--- config.mk ---
export PLATFORM = sky130hd
export DESIGN_NAME = bus_timer_responder
export DESIGN_NICKNAME = d
export VERILOG_FILES = /design/src/rtl/bus_timer_responder.sv
export SDC_FILE = /design/constraint.sdc
export NUM_CORES = 1
export LEC_CHECK = 0
export CAP_MARGIN = 20
export CORE_ASPECT_RATIO = 1.75
export CORE_MARGIN = 4
export CORE_UTILIZATION = 44
export CTS_BUF_LIST = sky130_fd_sc_hd__clkbuf_4 sky130_fd_sc_hd__clkbuf_8 sky130_fd_sc_hd__clkbuf_16
export DETAILED_ROUTE_END_ITERATION = 10
export DONT_BUFFER_PORTS = 1
export GPL_ROUTABILITY_DRIVEN = 1
export PLACE_DENSITY = 0.71
export SETUP_SLACK_MARGIN = 0.02
export SYNTH_ARGS = -nofsm -noshare
export SYNTH_HDL_FRONTEND = slang
export SYNTH_SLANG_ARGS = --single-unit
export TNS_END_PERCENT = 10
--- constraint.sdc ---
create_clock -name clk -period 2.4 [get_ports clk]
set_clock_uncertainty 0.2 [all_clocks]
set_input_delay 0.36 -clock clk [delete_from_list [all_inputs] [get_ports clk]]
set_output_delay 0.36 -clock clk [all_outputs]
set_load 0.01 [all_outputs]
--- src/rtl/bus_timer_responder.sv ---
// Memory-mapped countdown timer on the responder side of the CPU data bus.
// Define TIMER_STATUS_EN to add the STATUS register (read + W1C pending) at offset 0xC.
module bus_timer_responder #(
  parameter logic [31:0] BASE_ADDR  = 32'h0000_7F00,
  parameter logic [31:0] PRESET_RST = 32'h0000_0000
) (
  input  logic        clk,
  input  logic        reset,
  input  logic [31:0] m_data_addr,
  input  logic [31:0] m_data_wdata,
  input  logic [3:0]  m_data_byteen,
  output logic [31:0] m_data_rdata,
  output logic        hit,
  output logic        IRQ
);

  typedef enum logic [1:0] {
    IDLE = 2'd0,
    LOAD = 2'd1,
    CNT  = 2'd2,
    INT  = 2'd3
  } state_t;

  localparam logic [1:0] SEL_CTRL    = 2'd0;
  localparam logic [1:0] SEL_PRESET  = 2'd1;
  localparam logic [1:0] SEL_COUNT   = 2'd2;
  localparam logic [1:0] SEL_STATUS  = 2'd3;
  localparam logic [1:0] MODE_RELOAD = 2'b01;

  function automatic logic [31:0] merge_lanes(input logic [31:0] old_v,
                                              input logic [31:0] new_v,
                                              input logic [3:0]  be);
    logic [31:0] res;
    res = old_v;
    for (int i = 0; i < 4; i++) begin
      if (be[i]) res[8*i +: 8] = new_v[8*i +: 8];
      else       res[8*i +: 8] = old_v[8*i +: 8];
    end
    return res;
  endfunction

  state_t      state_r;
  logic [3:0]  ctrl_r;
  logic [31:0] preset_r;
  logic [31:0] count_r;
  logic        pending_r;

  logic        hit_s;
  logic [1:0]  sel_s;
  logic        wr_s;
  logic        wr_ctrl_lo_s;
  logic        wr_preset_s;
  logic        set_pending_s;
  logic        reload_s;
  logic        oneshot_s;
  logic        clr_pending_s;
  logic [31:0] rdata_s;
  logic        unused_s;
`ifdef TIMER_STATUS_EN
  logic [31:0] status_s;
`endif

  assign hit_s    = (m_data_addr[31:4] == BASE_ADDR[31:4]);
  assign sel_s    = m_data_addr[3:2];
  assign unused_s = ^m_data_addr[1:0];

  assign hit = hit_s;
  assign IRQ = pending_r & ctrl_r[3];

`ifdef TIMER_STATUS_EN
  assign status_s = {27'd0, pending_r, IRQ, 1'b0, state_r};
`endif

  // Bus write strobes and FSM event decode
  always_comb begin
    wr_s          = hit_s && (m_data_byteen != 4'b0000);
    wr_ctrl_lo_s  = wr_s && (sel_s == SEL_CTRL) && m_data_byteen[0];
    wr_preset_s   = wr_s && (sel_s == SEL_PRESET);
    set_pending_s = (state_r == CNT) && ctrl_r[0] && (count_r <= 32'd1);
    reload_s      = (state_r == INT) && (ctrl_r[2:1] == MODE_RELOAD);
    oneshot_s     = (state_r == INT) && (ctrl_r[2:1] != MODE_RELOAD);
`ifdef TIMER_STATUS_EN
    clr_pending_s = wr_ctrl_lo_s ||
                    (wr_s && (sel_s == SEL_STATUS) && m_data_byteen[0] && m_data_wdata[4]);
`else
    clr_pending_s = wr_ctrl_lo_s;
`endif
  end

  // Same-cycle read data mux for the M-stage load path
  always_comb begin
    rdata_s = 32'd0;
    if (hit_s) begin
      case (sel_s)
        SEL_CTRL:   rdata_s = {28'd0, ctrl_r};
        SEL_PRESET: rdata_s = preset_r;
        SEL_COUNT:  rdata_s = count_r;
`ifdef TIMER_STATUS_EN
        SEL_STATUS: rdata_s = status_s;
`else
        SEL_STATUS: rdata_s = 32'd0;
`endif
        default:    rdata_s = 32'd0;
      endcase
    end else begin
      rdata_s = 32'd0;
    end
  end

  assign m_data_rdata = rdata_s;

  // Register file, countdown FSM and interrupt pending flag
  always_ff @(posedge clk or negedge reset) begin
    if (!reset) begin
      state_r   <= IDLE;
      ctrl_r    <= 4'h0;
      preset_r  <= PRESET_RST;
      count_r   <= 32'd0;
      pending_r <= 1'b0;
    end else begin
      if (wr_preset_s) begin
        preset_r <= merge_lanes(preset_r, m_data_wdata, m_data_byteen);
      end

      // A CPU write to CTRL lane 0 overrides the one-shot EN clear
      if (wr_ctrl_lo_s) begin
        ctrl_r <= m_data_wdata[3:0];
      end else if (oneshot_s) begin
        ctrl_r[0] <= 1'b0;
      end

      // Setting pending beats any same-cycle software clear
      if (set_pending_s) begin
        pending_r <= 1'b1;
      end else if (reload_s || clr_pending_s) begin
        pending_r <= 1'b0;
      end

      case (state_r)
        IDLE: begin
          if (ctrl_r[0]) state_r <= LOAD;
        end
        LOAD: begin
          count_r <= preset_r;
          state_r <= CNT;
        end
        CNT: begin
          if (!ctrl_r[0]) begin
            state_r <= IDLE;
          end else if (count_r <= 32'd1) begin
            count_r <= 32'd0;
            state_r <= INT;
          end else begin
            count_r <= count_r - 32'd1;
          end
        end
        INT: begin
          if (ctrl_r[2:1] == MODE_RELOAD) state_r <= LOAD;
          else                            state_r <= IDLE;
        end
        default: state_r <= IDLE;
      endcase
    end
  end

endmodule

# ---- Word level (Yosys, flattened, before mapping)
# Cells that the tools add are included.
dict set report word_totals {
  ff_bits 71
  out_inout_bits 34
  input_bits 70
}
dict set report classes {
  muxes 14
  add_sub_neg 1
  n_bitwise 1
  order_cmp 1
  n_eq_ne 12
  reduce_logical 21
}
# operator n
set ops {}
lappend ops {{$pmux 32 s4} 1}
lappend ops {{$mux 32} 3}
lappend ops {{$pmux 32 s2} 1}
lappend ops {{$le 32x1->1 const B} 1}
lappend ops {{$sub 32x1->32 const B} 1}
lappend ops {{$eq 28x11->1 const B} 1}
lappend ops {{$reduce_and 2->1} 6}
lappend ops {{$eq 2x2->1 const B} 4}
lappend ops {{$logic_and 1x1->1} 8}
lappend ops {{$pmux 2 s4} 1}
lappend ops {{$eq 2x1->1 const B} 3}
lappend ops {{$mux 2} 3}
lappend ops {{$reduce_bool 2->1} 3}
lappend ops {{$mux 1} 5}
lappend ops {{$logic_not 2->1} 2}
lappend ops {{$ne 2x2->1 const B} 2}
lappend ops {{$reduce_bool 4->1} 1}
lappend ops {{$ne 3x2->1 const B} 1}
lappend ops {{$ne 2x1->1 const B} 1}
lappend ops {{$and 1x1->1} 1}
lappend ops {{$logic_or 1x1->1} 1}

# ---- Depth between registers and ports, before layout
dict set report depth {
  ltp_word 7
  ltp_mapped 8
  mapped_depth_nobuf 7
}

# ---- Least setup slack after synthesis
# Ideal clock, no wire load.
dict set report synth_timing {
  kind {flip-flop to flip-flop}
  start {reg count_r[27]}
  end {reg count_r[17]}
  path_slack_ps -235
  synth_period_minus_slack_ps 2635
  stages_incl_launch_ff 7
  required_time_ps 2076
  arrival_time_ps 2311
  setup_ps 124
  path_cell_list {dfrtp_1 > or4_4 > or4_4 > o41ai_4 > buf_6 > nor4_1 > a211o_1}
}
dict set report synth_between {
  elab_chain_len 4
}
# item line_no
set synth_lines {}
lappend synth_lines {{start, declared} 45} ;# logic [31:0] count_r;
lappend synth_lines {{start signal, assigned} 144} ;# count_r <= preset_r;
lappend synth_lines {{start signal, assigned} 154} ;# count_r <= count_r - 32'd1;
lappend synth_lines {{$le 32x1->1} 150} ;# end else if (count_r <= 32'd1) begin
lappend synth_lines {{$mux 32} 150}
lappend synth_lines {{$mux 32} 148} ;# if (!ctrl_r[0]) begin
lappend synth_lines {{$pmux 32 s2} 139} ;# case (state_r)
# No other way between the ends. The select of a mux whose other input is x is not followed.
# A chain may end at the register's enable or synchronous reset.

# ---- Worst setup path after layout
dict set report layout_timing {
  start {reg count_r[27]}
  end {reg count_r[22]}
}
# The elaborated chain is that of the path after synthesis.

==> results.json <==
{
  "port_buffers": 0,
  "reg2reg_slack_ns": -0.28,
  "synth_nets": 499,
  "syn_avg_cell_area_sq_um": 9.78,
  "initial_utilization": 0.456,
  "via_per_inst": 6.16,
  "powerDensity_nw_per_um2": 433,
  "cp-start-kind": "register",
  "period_share": 1.12,
  "finalHoldViolCount": 0,
  "clockBufferDepth": 2,
  "crit_fanout": 8,
  "vias": 4122,
  "slew_headroom": 0.739,
  "hold_class": "input port to register",
  "dieWidth_um": 81.7,
  "cts_buffers": 9,
  "synth_edf_count": 0,
  "ys_types": 58,
  "status": "finished, violations left",
  "fillers": 718,
  "grt_max_degree": 72,
  "yosys.area.top_type": "dfrtp_1",
  "violations": "negative setup slack",
  "cap_violations": 0,
  "drv_slew": 0,
  "synth_warnings": 0,
  "crit_type": "register to register",
  "cp-end-kind": "register",
  "worstPathRequired_ns": 2.40,
  "setup-violations-final": 33,
  "wl_per_cell_um": 19.8,
  "grt_pass1_wl_mm": 21.3,
  "min_path_cells": 2,
  "n_antenna_cell": 0,
  "gp_congestion": 0.900,
  "synth-main-ff-cell": "dfrtp_1",
  "clock_tree.root_cell": "clkbuf_16",
  "route.detailed.drc": 0,
  "min_period_ns": 2.68,
  "drive_gt1_frac": 0.353,
  "synth-seq-cells": 71,
  "die_h_um": 137,
  "rows": 46,
  "drtIter0Drc": 307,
  "power.total_mw": 2.52,
  "r2r_start": "count_r[27]",
  "dp_cells": 618,
  "p_leak_nw": 2.78,
  "clk_latency_ns": 0.34,
  "synth.most_common_cell": "dfrtp_1",
  "arrival_ns": 2.67,
  "antenna_found_initial": 0,
  "hold_path_end": "ctrl_r[1]",
  "ff2ff_path_depth": 6,
  "ys_top_cells_by_area": "dfrtp_1, mux2_2, a22oi_1",
  "setup_slack_ns": -0.279,
  "synth_commonest_cells": "dfrtp_1, nor2_1, a22oi_1, mux2_2, clkbuf_1",
  "area_growth_pct": 39.5,
  "vdd_drop_max_mv": 0.361,
  "firstDrtPassIters": 5,
  "die-area_sq_um": 11200,
  "synth_top_area_share": 0.425,
  "gr-total-overflow": 0,
  "grt_setup_unrepaired": "true",
  "cts_htree_levels": 3,
  "coreArea_sq_um": 9150,
  "worst_slew_pin_slew_ns": 0.390,
  "syn-instance-count": 427,
  "synth_seq_area_share": 0.425,
  "utilization": 0.637,
  "ios": 104,
  "grt_usage": 0.247,
  "hpwl_mm": 9.53,
  "cts.sinks": 71,
  "wirelength_mm": 13.2,
  "clock.fmax_mhz": 373,
  "path_clk_slew_ns": 0.06,
  "netlist_area_sq_um": 4180,
  "cts_tree": "yes",
  "instances_no_fill": 669,
  "synthArstFlopShare": 1.00,
  "fin_nets": 616,
  "rr_endpoint": "count_r[22]",
  "drtAntennaViolNets": 0,
  "hp-start": "m_data_addr[2]",
  "grt_pass1_vias": 4468
}
[cell type report]
cell class	instances	area, sq um	share of cell area
repair buffers	139	1270	0.218
inverters	8	30.0	0.00515
multi-input cells	315	2340	0.401
clock buffers	11	240	0.0412
flip-flops and latches	71	1780	0.305
clock inverters	5	25.0	0.00429
well taps	120	150	0.0258
[power by group]
group | internal [mW] | switching (mW) | total (mW)
Sequential | 1.20 | 0.000000101 | 1.20
Combinational | 0.0527 | 0.0524 | 0.105
Clock | 0.713 | 0.505 | 1.22
[metal layers]
layer | wire length (um) | global-route usage | up-vias | share of wire
li1 | - | - | 1886 | -
met1 | 4910 | 0.273 | 2055 | 0.37
met2 | 7350 | 0.443 | 145 | 0.56
met3 | 598 | 0.0455 | 36 | 0.045
met4 | 359 | 0.119 | 0 | 0.027
met5 | 0 | 0 | - | 0
[cell usage in the layout (no fill, tap or decap), types with 6 or more instances in the layout]
cell type      instances
nor2_2                13
a22oi_1               38
buf_12                 8
buf_4                 91
nor2_1                34
o211ai_1              11
a21oi_1                9
mux2_2                35
dlygate4sd3_1         33
nand2_1               19
nand3_1               13
clkbuf_16              9
dfrtp_1               71
nand4_1                6
or3_1                  7
inv_1                  8
nor3_1                11
buf_6                  6
o21ai_0                8
[flip-flops by register name (all words and copies together) (netlist names)]
name	flops
count_r	32
ctrl_r	4
preset_r	32
pending_r	1
state_r	2
[critical path, cell delays in order (launching register included)]
cell and delay (ns):
dfrtp_1 0.38, or4_4 0.54, or4_4 0.47, o41a_1 0.46, nand2_1 0.21, buf_12 0.15
o311ai_0 0.13
[stage by stage]
step	instance area, sq um	hold slack (ns)	setup TNS, ns	setup slack, ns
after global placement	5060	-0.134	-13.54	-0.276
after global routing	5830	0.114	-8.29	-0.334
final	5830	0.108	-6.15	-0.279
after CTS	5760	0.100	-5.87	-0.267
after detailed placement	5060	-0.133	-16.13	-0.307
after floorplan	4180	-0.136	-9.45	-0.235
[worst max-delay path by stage]
stage                      startpoint     endpoint  slack [ns]  depth (start not counted)
after floorplan           count_r[27]  count_r[17]       -0.23                          6
final                     count_r[27]  count_r[22]       -0.28                          6
after detailed placement  count_r[27]  count_r[30]       -0.31                          5
after global routing      count_r[27]  count_r[11]       -0.33                          6
after CTS                 count_r[27]  count_r[21]       -0.27                          6
after global placement    count_r[27]  count_r[30]       -0.28                          5
[kinds of logic after synthesis]
| kind of cell | after synthesis | share of synthesized area |
|---|---|---|
| flip-flops | 71 | 0.425 |
| adder cells (fa/ha/maj) | 2 | 0.00599 |
| AND/OR/NAND/NOR | 150 | 0.194 |
| buffers and inverters | 41 | 0.0404 |
| multiplexers | 40 | 0.106 |
| AO/OA/AOI/OAI | 123 | 0.227 |
[what timing repair did]
action	in CTS	in global routing
hold endpoints to repair	107	0
resized for setup	19	17
cloned	0	0
hold buffers	34	0
setup buffers	1	0
pin swaps	6	5
endpoints found under the setup margin	66	66
Power figures use the tool's default switching activity.
